===== src/rtl/mem_port_arbiter.sv =====
// Two-port round-robin arbiter in front of a single 128-bit line memory.
// Sequences the memory req/ready handshake, captures read lines and aborts hung accesses.
module mem_port_arbiter #(
  parameter int ADDR_W    = 20,
  parameter int RD_SETTLE = 1,
  parameter int TIMEOUT   = 16
)(
  input  logic              clk,
  input  logic              reset,
  input  logic              p0_req,
  input  logic              p0_we,
  input  logic [ADDR_W-1:0] p0_addr,
  input  logic [127:0]      p0_wr_data,
  input  logic              p1_req,
  input  logic              p1_we,
  input  logic [ADDR_W-1:0] p1_addr,
  input  logic [127:0]      p1_wr_data,
  output logic              p0_done,
  output logic              p0_err,
  output logic              p1_done,
  output logic              p1_err,
  output logic [127:0]      rd_data,
  output logic [1:0]        grant,
  output logic              busy,
  input  logic              loading,
  output logic              mem_req,
  output logic              mem_we,
  output logic [ADDR_W-1:0] mem_addr,
  output logic [127:0]      mem_wr_data,
  output logic              mem_reset_req,
  input  logic              mem_ready,
  input  logic [127:0]      mem_rd_data
);
  typedef enum logic [2:0] {IDLE, ISSUE, BUSY, SETTLE, RESP, ABORT} state_t;

  localparam logic [1:0] SETTLE_LAST = 2'(RD_SETTLE - 1);
  localparam logic [7:0] WD_LAST     = 8'(TIMEOUT - 1);

  state_t     state, state_n;
  logic [1:0] grant_n;
  logic       last, last_n;  // 1 = port 1 was served last
  logic [7:0] wd;
  logic [1:0] settle;
  logic       wd_hit;

  assign busy        = (state != IDLE);
  assign wd_hit      = (wd == WD_LAST);
  assign mem_we      = (grant[0] & p0_we) | (grant[1] & p1_we);
  assign mem_addr    = ({ADDR_W{grant[0]}} & p0_addr) | ({ADDR_W{grant[1]}} & p1_addr);
  assign mem_wr_data = ({128{grant[0]}} & p0_wr_data) | ({128{grant[1]}} & p1_wr_data);

  // In BUSY, 'requested' falls the same cycle ready rises so the memory never re-triggers.
  always_comb begin
    mem_req = 1'b0;
    case (state)
      ISSUE:   mem_req = 1'b1;
      BUSY:    mem_req = !mem_ready;
      default: mem_req = 1'b0;
    endcase
  end

  always_comb begin
    state_n = state;
    grant_n = grant;
    last_n  = last;
    case (state)
      IDLE: if (!loading && (p0_req || p1_req)) begin
        state_n = ISSUE;
        if (p0_req && p1_req) grant_n = last ? 2'b01 : 2'b10;
        else                  grant_n = p0_req ? 2'b01 : 2'b10;
      end
      ISSUE: begin
        if (wd_hit)          state_n = ABORT;
        else if (!mem_ready) state_n = BUSY;
      end
      BUSY: begin
        if (wd_hit)         state_n = ABORT;
        else if (mem_ready) state_n = mem_we ? RESP : SETTLE;
      end
      SETTLE: if (settle == SETTLE_LAST) state_n = RESP;
      RESP, ABORT: begin
        state_n = IDLE;
        grant_n = 2'b00;
        last_n  = grant[1];
      end
      default: state_n = IDLE;
    endcase
  end

  always_ff @(posedge clk or negedge reset) begin
    if (!reset) begin
      state         <= IDLE;
      grant         <= 2'b00;
      last          <= 1'b1;
      wd            <= '0;
      settle        <= '0;
      rd_data       <= '0;
      p0_done       <= 1'b0;
      p1_done       <= 1'b0;
      p0_err        <= 1'b0;
      p1_err        <= 1'b0;
      mem_reset_req <= 1'b0;
    end else begin
      state <= state_n;
      grant <= grant_n;
      last  <= last_n;
      if (state_n == ISSUE && state != ISSUE)  wd <= '0;
      else if (state == ISSUE || state == BUSY) wd <= wd + 8'd1;
      if (state_n == SETTLE && state != SETTLE) settle <= '0;
      else if (state == SETTLE)                 settle <= settle + 2'd1;
      if (state == SETTLE && settle == SETTLE_LAST) rd_data <= mem_rd_data;
      // Pulses line up with the single RESP / ABORT cycle.
      {p1_done, p0_done} <= (state_n == RESP)  ? grant : 2'b00;
      {p1_err,  p0_err}  <= (state_n == ABORT) ? grant : 2'b00;
      mem_reset_req      <= (state_n == ABORT);
    end
  end
endmodule

===== config.mk =====
export PLATFORM = sky130hd
export DESIGN_NAME = mem_port_arbiter
export DESIGN_NICKNAME = d
export VERILOG_FILES = /design/src/rtl/mem_port_arbiter.sv
export SDC_FILE = /design/constraint.sdc
export NUM_CORES = 1
export LEC_CHECK = 0
export ABC_AREA = 1
export CORE_AREA = 2 2 282 284
export CTS_CLUSTER_DIAMETER = 40
export DETAILED_ROUTE_END_ITERATION = 8
export DIE_AREA = 0 0 284 286
export GPL_ROUTABILITY_DRIVEN = 0
export PLACE_DENSITY = 0.32
export SLEW_MARGIN = 5
export SYNTH_ARGS = -nofsm -noshare
export SYNTH_HDL_FRONTEND = slang
export SYNTH_SLANG_ARGS = --single-unit
export TNS_END_PERCENT = 30

===== constraint.sdc =====
create_clock -name clk -period 2.2 [get_ports clk]
set_input_delay 0.44 -clock clk [delete_from_list [all_inputs] [get_ports clk]]
set_output_delay 0.44 -clock clk [all_outputs]
set_load 0.02 [all_outputs]

==> impl_metrics.sql <==
INSERT INTO impl_metrics (metric_group, metric, value, unit) VALUES
('status', 'run_status', 'finished with violations', ''),
('status', 'violations', 'setup timing', ''),
('power', 'reported_leakage_power', '0.00757', 'µW'),
('clock_tree', 'clock_tree.buffer_depth', '2', ''),
('final_layout', 'area_delta_synth_final', '126', '%'),
('place', 'detailed_place_hpwl', '46600', 'µm'),
('flow_run', 'drv_cap', '0', ''),
('clock_tree', 'clock-root-buffer', 'sky130_fd_sc_hd__clkbuf_16', ''),
('synthesis', 'asyncSetResetFlopFracSynth', '100', '%'),
('clock_tree', 'cts.sink_count', '149', ''),
('sta', 'fin_crit_share', '104', '%'),
('setup_path', 'max_stage_delay', '500', 'ps'),
('final_layout', 'layout.core_utilization', '21.3', '%'),
('setup_path', 'cp.arrival', '1850', 'ps'),
('synthesis', 'yosys_warnings', '0', ''),
('floorplan', 'die_area', '0.0812', 'mm²'),
('routing', 'antenna_violating_nets_post_route', '0', ''),
('setup_path', 'critical_path.cell_chain', 'buf_12 > buf_12 > buf_12 > buf_16 > a22o_1 > buf_6', ''),
('sta', 'finalMaxSlewViolations', '0', ''),
('synthesis', 'syn_area', '0.00738', 'mm²'),
('clock_tree', 'clkSlewWorstSetupHoldPaths', '80', 'ps'),
('setup_path', 'setup.worst_path.start_class', 'register', ''),
('setup_path', 'r2r_slack', '210', 'ps'),
('sta', 'tns', '-3400', 'ps'),
('power', 'power_per_cell_area', '1300', 'mW/mm²'),
('routing', 'vias_per_cell', '3.42', ''),
('clock_tree', 'cts_tree', 'yes', ''),
('final_layout', 'nFillCells', '8803', ''),
('synthesis', 'yosysTopAreaCellShare', '50.2', '%'),
('floorplan', 'core.rowCount', '103', ''),
('floorplan', 'floorplan.initialDensity', '9.41', '%'),
('clock_tree', 'cts-htree-levels', '4', ''),
('synthesis', 'synth-edff-count', '0', ''),
('setup_path', 'crit_path_max_fanout', '13', ''),
('routing', 'route.detailed.drc', '0', ''),
('sta', 'slew-limit-headroom', '59.6', '%'),
('floorplan', 'die_width', '284', 'µm'),
('setup_path', 'required_time_of_the_critical_path', '1760', 'ps'),
('worst_hold_path', 'hp-class', 'input port to async pin', ''),
('sta', 'setup_viol', '74', ''),
('clock_tree', 'cts_inserted_buffers', '17', ''),
('setup_path', 'crit-reg2reg-launch', 'grant[1]$_DFFE_PN0P_', ''),
('sta', 'setup_slack', '-86.4', 'ps'),
('sta', 'post-route-min-period', '2290', 'ps'),
('final_layout', 'drive_gt1_share', '15.8', '%'),
('floorplan', 'chipHeight', '286', 'µm'),
('sta', 'fmax', '0.437', 'GHz'),
('setup_path', 'crit_path_end_kind', 'primary output', ''),
('place', 'buffer_ports.inserted', '717', ''),
('floorplan', 'placeableCoreArea', '0.0784', 'mm²'),
('routing', 'route.vias.total', '9097', ''),
('routing', 'first_iteration_detailed_routing_drc_count', '280', ''),
('clock_tree', 'worst_skew_pair.late_latency', '470', 'ps'),
('sta', 'timing.final.hold_violations', '0', ''),
('global_route', 'wire_length_of_the_first_global_routing_pass', '78400', 'µm'),
('sta', 'tightestPinTransition', '606', 'ps'),
('global_route', 'grt_overflow', '0', ''),
('setup_path', 'critical_path.reg2reg.endpoint', 'p1_done$_DFF_PN0_', ''),
('synthesis', 'synth_cell_type_count', '27', ''),
('synthesis', 'synth_area_leader_cell', 'sky130_fd_sc_hd__dfrtp_1', ''),
('synthesis', 'synthesis.instances', '853', ''),
('synthesis', 'synth_area_per_cell', '8.65', 'µm²'),
('sta', 'finalHoldWorstSlack', '409', 'ps'),
('synthesis', 'mappedNetlistNets', '1287', ''),
('place', 'dp_slack', '-206', 'ps'),
('synthesis', 'synth-main-ff-cell', 'sky130_fd_sc_hd__dfrtp_1', ''),
('synthesis', 'share_of_synthesized_area_occupied_by_flip_flops_and_latches', '50.6', '%'),
('setup_path', 'r2r_cells', '11', ''),
('final_layout', 'layout.nets', '2019', ''),
('routing', 'avgRoutedWirePerCell', '21.8', 'µm'),
('routing', 'drtPass1Iterations', '4', '');
## placed cells by master (no fill, tap or decap), drive strengths merged, types with 6 or more instances in the layout
master and instances:
clkdlybuf4s50 563, nand2 412, buf 187, a22o 148, dfrtp 148, clkbuf 33, inv 26, nor2 16
nand3 15, diode 10, nor3 9, clkdlybuf4s15 7, dlygate4sd2 6
## kinds of logic (layout without fill, tap and decap cells)
family,after synthesis,after routing,synth area share (%)
simple gates,455,455,24.3
xor+xnor,1,1,0.119
flops,149,149,50.6
fa+ha+maj,2,2,0.339
buf+inv,85,830,6.11
compound gates,161,161,18.5
other cells,0,10,0
## per-layer routing
| metal | track usage [%] | vias to the layer above | share of wire, % |
|---|---|---|---|
| met3 | 4.82 | 84 | 7.6 |
| met1 | 14.3 | 4248 | 37 |
| li1 | - | 4322 | - |
| met5 | 0 | - | 0.022 |
| met4 | 3.97 | 2 | 2.5 |
| met2 | 26.0 | 441 | 53 |
## cell type report
class / count / area [µm²] / share of cell area [%]
antenna: 10 / 25.0 / 0.150
clock buffer: 23 / 498 / 2.98
timing repair buffer: 775 / 7700 / 46.1
sequential: 149 / 3740 / 22.4
clock inverter: 9 / 138 / 0.824
inverter: 23 / 88.8 / 0.532
multi-input combinational: 619 / 3200 / 19.2
tap: 1050 / 1310 / 7.87
## critical path, delay by kind of cell, from the launching register on
family	cells	cell delay, ps
buffers and inverters	5	670
AOI/OAI and AO/OA	1	190
DFF	1	500
## stage by stage
step,area [µm²],power (µW),instances
after floorplan,7380,11000,853
after detailed placement,16000,18300,2593
after global routing,16700,23200,2651
after global placement,16000,18300,2593
final,16700,21800,2658
after CTS,16500,21800,2641
## worst max path at each step
| stage | from | endpoint | slack (ps) | cells past startpoint |
|---|---|---|---|---|
| after floorplan | grant[0]$_DFFE_PN0P_ | mem_wr_data[100] | 410 | 4 |
| after global placement | p1_wr_data[121] | mem_wr_data[121] | -210 | 4 |
| after detailed placement | p1_wr_data[121] | mem_wr_data[121] | -210 | 4 |
| after CTS | grant[1]$_DFFE_PN0P_ | mem_addr[7] | -210 | 3 |
| after global routing | grant[1]$_DFFE_PN0P_ | mem_wr_data[85] | -170 | 6 |
| final | grant[1]$_DFFE_PN0P_ | mem_wr_data[79] | -90 | 6 |
## flip-flops by register name, indices dropped and copies added (netlist names), 2 cells and up
signal / flops
rd_data: 128
wd: 8
state: 3
grant: 2
settle: 2
## synth_stat cells (2+ instances only)
| cell type | n |
|---|---|
| sky130_fd_sc_hd__nand2_1 | 411 |
| sky130_fd_sc_hd__a22o_1 | 148 |
| sky130_fd_sc_hd__dfrtp_1 | 148 |
| sky130_fd_sc_hd__buf_4 | 24 |
| sky130_fd_sc_hd__clkbuf_1 | 20 |
| sky130_fd_sc_hd__inv_1 | 20 |
| sky130_fd_sc_hd__buf_2 | 15 |
| sky130_fd_sc_hd__nor2_1 | 13 |
| sky130_fd_sc_hd__nand3_1 | 10 |
| sky130_fd_sc_hd__nor3_1 | 8 |
| sky130_fd_sc_hd__a21oi_1 | 5 |
| sky130_fd_sc_hd__nand3_2 | 5 |
| sky130_fd_sc_hd__o21ai_0 | 5 |
| sky130_fd_sc_hd__buf_6 | 3 |
| sky130_fd_sc_hd__inv_2 | 3 |
| sky130_fd_sc_hd__ha_1 | 2 |
| sky130_fd_sc_hd__nor2_4 | 2 |
| sky130_fd_sc_hd__o21bai_1 | 2 |
## power breakdown
part	internal [µW]	switching (µW)
sequential	4050	739
clock	1950	1360
combinational	6290	7370
## what timing repair did
action	CTS	global route
hold buffers	1	0
cloned	8	2
pin swaps	2	5
buffers inserted	8	6
endpoints found under the hold margin	22	0
setup endpoints to repair	148	138
resized for setup	532	135
Note: power is estimated with default switching activity, not from simulation.
